<file path="src/rtl/mem_port_arbiter_pkg.sv">
// rtl/mem_port_arbiter_pkg.sv - shared types and constants for the memory port arbiter
package mem_port_arbiter_pkg;

    typedef enum logic {
        ARB_IDLE = 1'b0,
        ARB_BUSY = 1'b1
    } arb_state_t;

    typedef enum logic {
        OWN_FETCH = 1'b0,
        OWN_DATA  = 1'b1
    } owner_t;

    // Instruction fetches are always full-word accesses
    localparam logic [2:0] F3_WORD = 3'b010;

    // Request fields latched at grant and replayed on the memory port while busy
    typedef struct packed {
        logic        we;
        logic [2:0]  funct3;
        logic [31:0] addr;
        logic [31:0] wdata;
    } mem_cmd_t;

endpackage

</file>
<file path="src/rtl/mem_port_arbiter_access_timer.sv">
// rtl/mem_port_arbiter_access_timer.sv - counts the busy cycles of one memory access
module mem_port_arbiter_access_timer #(
    parameter int MEM_LAT = 1
) (
    input  logic clk,
    input  logic rst_n,
    input  logic i_load,
    input  logic i_busy,
    output logic o_last
);

    logic [3:0] r_cnt;

    // Load the latency on grant, then count down once per busy cycle
    always_ff @(posedge clk) begin
        if (!rst_n) begin
            r_cnt <= 4'd0;
        end else if (i_load) begin
            r_cnt <= 4'(MEM_LAT);
        end else if (i_busy && (r_cnt != 4'd0)) begin
            r_cnt <= r_cnt - 4'd1;
        end
    end

    assign o_last = i_busy && (r_cnt == 4'd1);

endmodule

</file>
<file path="src/rtl/mem_port_arbiter.sv">
// rtl/mem_port_arbiter.sv - shares one memory port between instruction fetch and load/store
module mem_port_arbiter
    import mem_port_arbiter_pkg::*;
#(
    parameter int MEM_LAT    = 1,
    parameter int STARVE_MAX = 4
) (
    input  logic        clk,
    input  logic        rst_n,
    input  logic        if_req,
    input  logic [31:0] if_addr,
    input  logic        flush,
    output logic [31:0] if_rdata,
    output logic        if_valid,
    output logic        if_stall,
    input  logic        d_req,
    input  logic        d_we,
    input  logic [2:0]  d_funct3,
    input  logic [31:0] d_addr,
    input  logic [31:0] d_wdata,
    output logic [31:0] d_rdata,
    output logic        d_valid,
    output logic        d_stall,
    output logic        m_en,
    output logic        m_we,
    output logic [2:0]  m_funct3,
    output logic [31:0] m_addr,
    output logic [31:0] m_wdata,
    input  logic [31:0] m_rdata
);

    arb_state_t  r_state;
    arb_state_t  w_state_nxt;
    owner_t      r_owner;
    owner_t      w_grant_owner;
    logic        w_grant;
    logic        w_last;
    logic        w_busy;
    logic        w_fetch_active;
    mem_cmd_t    r_cmd;
    mem_cmd_t    w_cmd_nxt;
    logic [3:0]  r_starve;
    logic        r_kill;
    logic        r_if_valid;
    logic        r_d_valid;
    logic [31:0] r_if_rdata;
    logic [31:0] r_d_rdata;

    assign w_busy = (r_state == ARB_BUSY);

    mem_port_arbiter_access_timer #(
        .MEM_LAT (MEM_LAT)
    ) u_timer (
        .clk    (clk),
        .rst_n  (rst_n),
        .i_load (w_grant),
        .i_busy (w_busy),
        .o_last (w_last)
    );

    // State register
    always_ff @(posedge clk) begin
        if (!rst_n) begin
            r_state <= ARB_IDLE;
        end else begin
            r_state <= w_state_nxt;
        end
    end

    // Arbitration in IDLE; data wins unless the fetch side has waited STARVE_MAX grants
    always_comb begin
        w_state_nxt   = r_state;
        w_grant       = 1'b0;
        w_grant_owner = r_owner;
        case (r_state)
            ARB_IDLE: begin
                if (d_req || if_req) begin
                    w_grant     = 1'b1;
                    w_state_nxt = ARB_BUSY;
                    if (d_req && !(if_req && (r_starve == 4'(STARVE_MAX)))) begin
                        w_grant_owner = OWN_DATA;
                    end else begin
                        w_grant_owner = OWN_FETCH;
                    end
                end
            end
            ARB_BUSY: begin
                if (w_last) begin
                    w_state_nxt = ARB_IDLE;
                end
            end
            default: w_state_nxt = ARB_IDLE;
        endcase
    end

    // Select which requester's fields are captured for the memory port
    always_comb begin
        w_cmd_nxt = '0;
        if (w_grant_owner == OWN_DATA) begin
            w_cmd_nxt = '{we: d_we, funct3: d_funct3, addr: d_addr, wdata: d_wdata};
        end else begin
            w_cmd_nxt = '{we: 1'b0, funct3: F3_WORD, addr: if_addr, wdata: 32'd0};
        end
    end

    // Latch owner and command at grant; requester inputs are ignored while busy
    always_ff @(posedge clk) begin
        if (!rst_n) begin
            r_owner <= OWN_FETCH;
            r_cmd   <= '0;
        end else if (w_grant) begin
            r_owner <= w_grant_owner;
            r_cmd   <= w_cmd_nxt;
        end
    end

    // Count data grants that overtake a waiting fetch
    always_ff @(posedge clk) begin
        if (!rst_n || !if_req) begin
            r_starve <= 4'd0;
        end else if (w_grant && (w_grant_owner == OWN_FETCH)) begin
            r_starve <= 4'd0;
        end else if (w_grant && (r_starve != 4'(STARVE_MAX))) begin
            r_starve <= r_starve + 4'd1;
        end
    end

    assign w_fetch_active = (w_busy && (r_owner == OWN_FETCH)) ||
                            (w_grant && (w_grant_owner == OWN_FETCH));

    // A redirect during a fetch discards its response; the access itself still completes
    always_ff @(posedge clk) begin
        if (!rst_n || w_last) begin
            r_kill <= 1'b0;
        end else if (flush && w_fetch_active) begin
            r_kill <= 1'b1;
        end
    end

    // Capture read data at the end of the last busy cycle and pulse the owner's valid
    always_ff @(posedge clk) begin
        if (!rst_n) begin
            r_if_valid <= 1'b0;
            r_d_valid  <= 1'b0;
            r_if_rdata <= 32'd0;
            r_d_rdata  <= 32'd0;
        end else begin
            r_if_valid <= w_last && (r_owner == OWN_FETCH) && !r_kill && !flush;
            r_d_valid  <= w_last && (r_owner == OWN_DATA);
            if (w_last && (r_owner == OWN_FETCH)) begin
                r_if_rdata <= m_rdata;
            end
            if (w_last && (r_owner == OWN_DATA) && !r_cmd.we) begin
                r_d_rdata <= m_rdata;
            end
        end
    end

    assign if_valid = r_if_valid;
    assign if_rdata = r_if_rdata;
    assign if_stall = if_req && !r_if_valid;
    assign d_valid  = r_d_valid;
    assign d_rdata  = r_d_rdata;
    assign d_stall  = d_req && !r_d_valid;

    assign m_en     = w_busy;
    assign m_we     = w_busy && r_cmd.we;
    assign m_funct3 = r_cmd.funct3;
    assign m_addr   = r_cmd.addr;
    assign m_wdata  = r_cmd.wdata;

endmodule
</file>
<file path="config.mk">
export PLATFORM = sky130hd
export DESIGN_NAME = mem_port_arbiter
export DESIGN_NICKNAME = d
export VERILOG_FILES = /design/src/rtl/mem_port_arbiter_pkg.sv /design/src/rtl/mem_port_arbiter_access_timer.sv /design/src/rtl/mem_port_arbiter.sv
export SDC_FILE = /design/constraint.sdc
export NUM_CORES = 1
export LEC_CHECK = 0
export CAP_MARGIN = 20
export CORE_ASPECT_RATIO = 1.25
export CORE_MARGIN = 2
export CORE_UTILIZATION = 42
export CTS_CLUSTER_DIAMETER = 30
export CTS_CLUSTER_SIZE = 16
export DETAILED_ROUTE_END_ITERATION = 7
export PLACE_DENSITY = 0.8
export SLEW_MARGIN = 15
export SYNTH_ARGS = -nofsm -noshare
export SYNTH_HDL_FRONTEND = slang
export SYNTH_SLANG_ARGS = --single-unit
</file>
<file path="constraint.sdc">
create_clock -name clk -period 2.25 [get_ports clk]
set_input_delay 0.225 -clock clk [delete_from_list [all_inputs] [get_ports clk]]
set_output_delay 0.225 -clock clk [all_outputs]
set_load 0.005 [all_outputs]
</file>
; ---- Word level (Yosys, flattened, before mapping)
; Cells that the tools add are included.
[word_totals]
mem_count = 0
regBits = 145
latchBits = 0
out_inout_bits = 137
ramBits = 0
romBits = 0
wordCells = 65
[classes]
n_reduce_logical = 32
n_div = 0
n_lt_le_gt_ge = 0
shift = 0
n_eq_ne = 3
bitwise = 4
n_addsub = 2
n_mux = 10
mul = 0
[op_table]
columns = operator, n
row1 = 68-bit 2-to-1 mux, 1
row2 = 1-bit logical AND, 16
row3 = 1-bit zero test, 8
row4 = 1-bit 2-to-1 mux, 8
row5 = "4-bit by 1-bit adder with 4-bit output, second input constant", 1
row6 = "4-bit by 1-bit == test with 1-bit output, second input constant", 1
row7 = "4-bit by 3-bit == test with 1-bit output, second input constant", 1
row8 = 1-bit logical OR, 4
row9 = "4-bit by 3-bit != test with 1-bit output, second input constant", 1
row10 = 1-bit NOT, 4
row11 = 4-bit nonzero test, 1
row12 = 2-bit OR reduction, 2
row13 = "4-bit by 1-bit subtractor with 4-bit output, second input constant", 1
row14 = 1-bit case mux with 2 select lines, 1
row15 = 2-bit nonzero test, 1

; ---- Longest topological paths before layout
[logic_depth]
ltp_word = 11
ltp_mapped = 7
mapped_depth_nobuf = 5

; ---- Cells and area by module
; A second synthesis with hierarchy kept.
[hier_totals]
hier_cells = 686
hier_area_um2 = 6203.4
[modules_own_cells]
columns = mod, n_inst, cells_per_inst, area_per_inst_um2, seq_area_each_um2
row1 = mem_port_arbiter, 1, 661, 5973.2, 2822.7
row2 = mem_port_arbiter_access_timer, 1, 25, 230.2, 80.1

; ---- Least setup slack after synthesis
; Ideal clock, no wire load.
[synth_timing]
path_kind = register to register
from = register r_starve[0]
to = register r_starve[3]
period_less_slack_ps = 1577
arrival_time_ps = 1505
setup_ps = 72
stages_incl_launch_ff = 7
slack_ps = 673
path_buffers = 1
required_ps = 2178
path_cell_list = dfxtp_1 -> inv_1 -> ha_1 -> and3b_1 -> buf_6 -> or4_1 -> a21oi_1
[synth_between]
elab_chain_cells = 10
word_cells_on_any_way = 13
cone_classes = add/sub (1) / eq/ne (2) / mux (3) / bitwise (1) / reduce/logical (6)
[synth_lines]
columns = element, line_no
row1 = "start, declared", mem_port_arbiter.sv:42  ; logic [3:0] r_starve;
row2 = "start signal, assigned", mem_port_arbiter.sv:124  ; r_starve <= r_starve + 4'd1;
row3 = 4-bit by 3-bit == test with 1-bit output, mem_port_arbiter.sv:80  ; if (d_req && !(if_req && (r_starve == 4'(STARVE_MAX)))) begin
row4 = 1-bit logical AND, mem_port_arbiter.sv:80
row5 = 1-bit zero test, mem_port_arbiter.sv:80
row6 = 1-bit logical AND, mem_port_arbiter.sv:80
row7 = 1-bit 2-to-1 mux, mem_port_arbiter.sv:80
row8 = 1-bit 2-to-1 mux, mem_port_arbiter.sv:77  ; if (d_req || if_req) begin
row9 = 1-bit 2-to-1 mux, mem_port_arbiter.sv:75  ; case (r_state)
row10 = 1-bit NOT, mem_port_arbiter.sv:121  ; end else if (w_grant && (w_grant_owner == OWN_FETCH)) begin
row11 = 1-bit logical AND, mem_port_arbiter.sv:121
row12 = 2-bit OR reduction (no line), -
; Parallel ways exist; a longest one is shown, timed or not.
; A chain may end at the register's enable or synchronous reset.

; ---- Worst setup path in the final report
[layout_timing]
from = register r_state, in the netlist m_en
to = output port m_en
[layout_lines]
columns = element, line_no
row1 = "start, declared", mem_port_arbiter.sv:32  ; arb_state_t r_state;
row2 = "start signal, assigned", mem_port_arbiter.sv:66  ; r_state <= w_state_nxt;
row3 = "end, declared", mem_port_arbiter.sv:24  ; output logic m_en,
; No word-level cell between the ends.

==> impl_metrics.toml <==
[outcome]
status = "complete, no violations"

[timing]
period_needed_ns = 1.92
slew_headroom_pct = 72.7
max_freq_mhz = 520
setup_viol = 0
rsz0062_at_grt = "false"
hold_viol = 0
tightest_slew_ns = 0.409
tns_ns = 0
finClkSkew_ns = 0.00688
layout_worst_path_cycle_share_pct = 85.5
final-max-slew-violation-count = 0

[place]
dp.cells = 1041
io_buffers = 273
globalplace.congestion = 0.789
hpwl_um = 12600

[layout]
fin_nets = 1023
drive_gt1_share_pct = 6.71
antenna-diode-count = 0
final_cell_count_no_fill = 1072
area_growth_pct = 46.7

[clock_tree]
insertion_delay_ns = 0.42
ctsHoldBuffers = 0
cts_buffer_depth = 2
cts.htree.levels = 4
clock_sinks = 145
cts_tree = "done"
clock-root-buffer = "clkbuf_16"
post-cts-setup-buffer-count = 0
ctsResizeCount = 0
cts.clk_slew.worst_paths_ns = 0.06
cts_buffers = 17

[setup_path]
cp-start-kind = "flop"
worstSetupPathType = "flop to output pin"
end_kind = "output pin"
worstPathArrival_ns = 1.70
crit_fanout = 10
required_ns = 2.03

[detailed_routing]
ant_nets = 0
totalWireLength_um = 19200
dr.first_iter.drc_count = 492
vias_per_cell = 5.61
routedWlPerCell_um = 17.9
first_pass_iters = 5
route.detailed.drc = 0
vias = 6013

[floorplanning]
core_um2 = 14500
die_w_um = 113
core.rowCount = 49
ioPinCount = 274
dieArea_um2 = 15900
die_h_um = 141
start_util_pct = 43.4

[synth]
ys_ff_latch = 145
synth_nets = 854
synth_edf_count = 0
ys.flop_type = "dfxtp_1"
yosysSeqAreaShare_pct = 46.3
synthCells = 713
ys_async_sr_fraction_pct = 0
synth_cell_types = 42
netlist_area_um2 = 6270
avgSynthCellArea_um2 = 8.80
ys_warn_count = 0

[pwr]
p_leak_uw = 0.00308
power.density_nw_per_um2 = 720
peakVddDrop_mv = 0.529

[run]
maxCapViolations = 0

[global_route]
track_usage_pct = 23.4
grt_antenna_before_repair = 0
grt_max_degree = 69
gr-total-overflow = 0
grt_pass1_wl_um = 30000
grt_pass1_vias = 5831

[hold_path]
hold_class = "input port to flop"
[worst paths after layout]
check | from | to | slack, ns | depth (start not counted)
min reg2reg | r_kill$_SDFFE_PP0P_ | if_valid$_SDFF_PN0_ | 0.46 | 1
max | m_en$_SDFF_PN0_ | m_en | 0.33 | 2
min | flush | if_valid$_SDFF_PN0_ | 0.39 | 2
max reg2reg | r_starve[0]$_SDFFE_PP0P_ | m_addr[0]$_SDFFE_PN0N_ | 0.50 | 6
[cells by family after synthesis]
| kind of cell | share of synthesized area, % |
|---|---|
| multiplexers | 0.160 |
| AO/OA/AOI/OAI | 28.1 |
| XOR/XNOR | 0.140 |
| adder cells (fa/ha/maj) | 0.798 |
| flip-flops | 46.3 |
| buffers and inverters | 13.9 |
| AND/OR/NAND/NOR | 10.6 |
[cells in the mapped netlist, types with 4 or more instances]
library cell    n  area share [%]
a21oi_1       103             8.2
nor3_1          5            0.40
nand3_1        69             5.5
buf_2          27             2.2
nor2b_1         4            0.40
buf_4          71             8.5
clkbuf_1       40             2.4
o21ai_0        67             5.3
o211ai_1       34             4.1
a32oi_1        67             9.4
nand2_1         4            0.24
dfxtp_1       145              46
inv_1           4            0.24
ha_1            4            0.80
nor2_1         37             2.2
[layout make-up]
type,count,area [um2]
inverters,7,28.8
clock buffers,23,498
multi-input cells,418,2530
clock inverters,8,78.8
well taps,178,223
flip-flops and latches,145,2900
fillers,1240,5270
repair buffers,293,2950
[flip-flops by register name, indices dropped and copies added (netlist names)]
name           count
r_cmd              1
m_en               1
r_owner            1
d_valid            1
r_starve           4
if_rdata          32
d_rdata           32
m_wdata           32
if_valid           1
r_kill             1
m_addr            32
u_timer.r_cnt      4
m_funct3           3
[placed cells by master, fill, tap and decap left out, types with 4 or more instances in the layout]
cell / instances
clkinvlp_4: 4
nand2_1: 4
a32oi_1: 67
nor3_1: 5
buf_4: 15
o211ai_1: 34
a21oi_1: 103
ha_1: 4
buf_12: 5
dfxtp_1: 145
inv_1: 4
nand3_1: 69
nor2_1: 37
clkdlybuf4s50_1: 273
clkbuf_8: 5
clkbuf_16: 17
o21ai_0: 67
[critical path: stages, from the launching register on]
cell	delay (ns)
dfxtp_1	0.50
buf_4	0.24
clkdlybuf4s50_1	0.55
[metrics by stage]
| step | hold slack, ns | utilization [%] | cell area [um2] | power (uW) | setup slack, ns |
|---|---|---|---|---|---|
| finish | 0.394 | 63.6 | 9200 | 6620 | 0.326 |
| global route | 0.390 | 63.6 | 9200 | 6900 | 0.240 |
| CTS | 0.378 | 63.6 | 9200 | 6680 | 0.312 |
| detailed placement | 0.465 | 59.6 | 8630 | 3940 | 0.387 |
| global placement | 0.437 | 59.6 | 8630 | 3930 | 0.404 |
| floorplan | 0.302 | - | 6270 | 3380 | 0.673 |
[metal layers]
metal  GRT usage, %  vias up  share of wire [%]
li1               -     2907                  -
met3           9.07       31                8.6
met4           8.02        0                2.3
met5              0        -                  0
met1           27.1     2823                 40
met2           39.5      252                 50
[where the power goes]
part	internal, uW	leakage [uW]	switching, uW
Clock	1660	0.000273	1080
Combinational	603	0.00162	501
Sequential	2700	0.00118	76.1
Power figures use the tool's default switching activity.
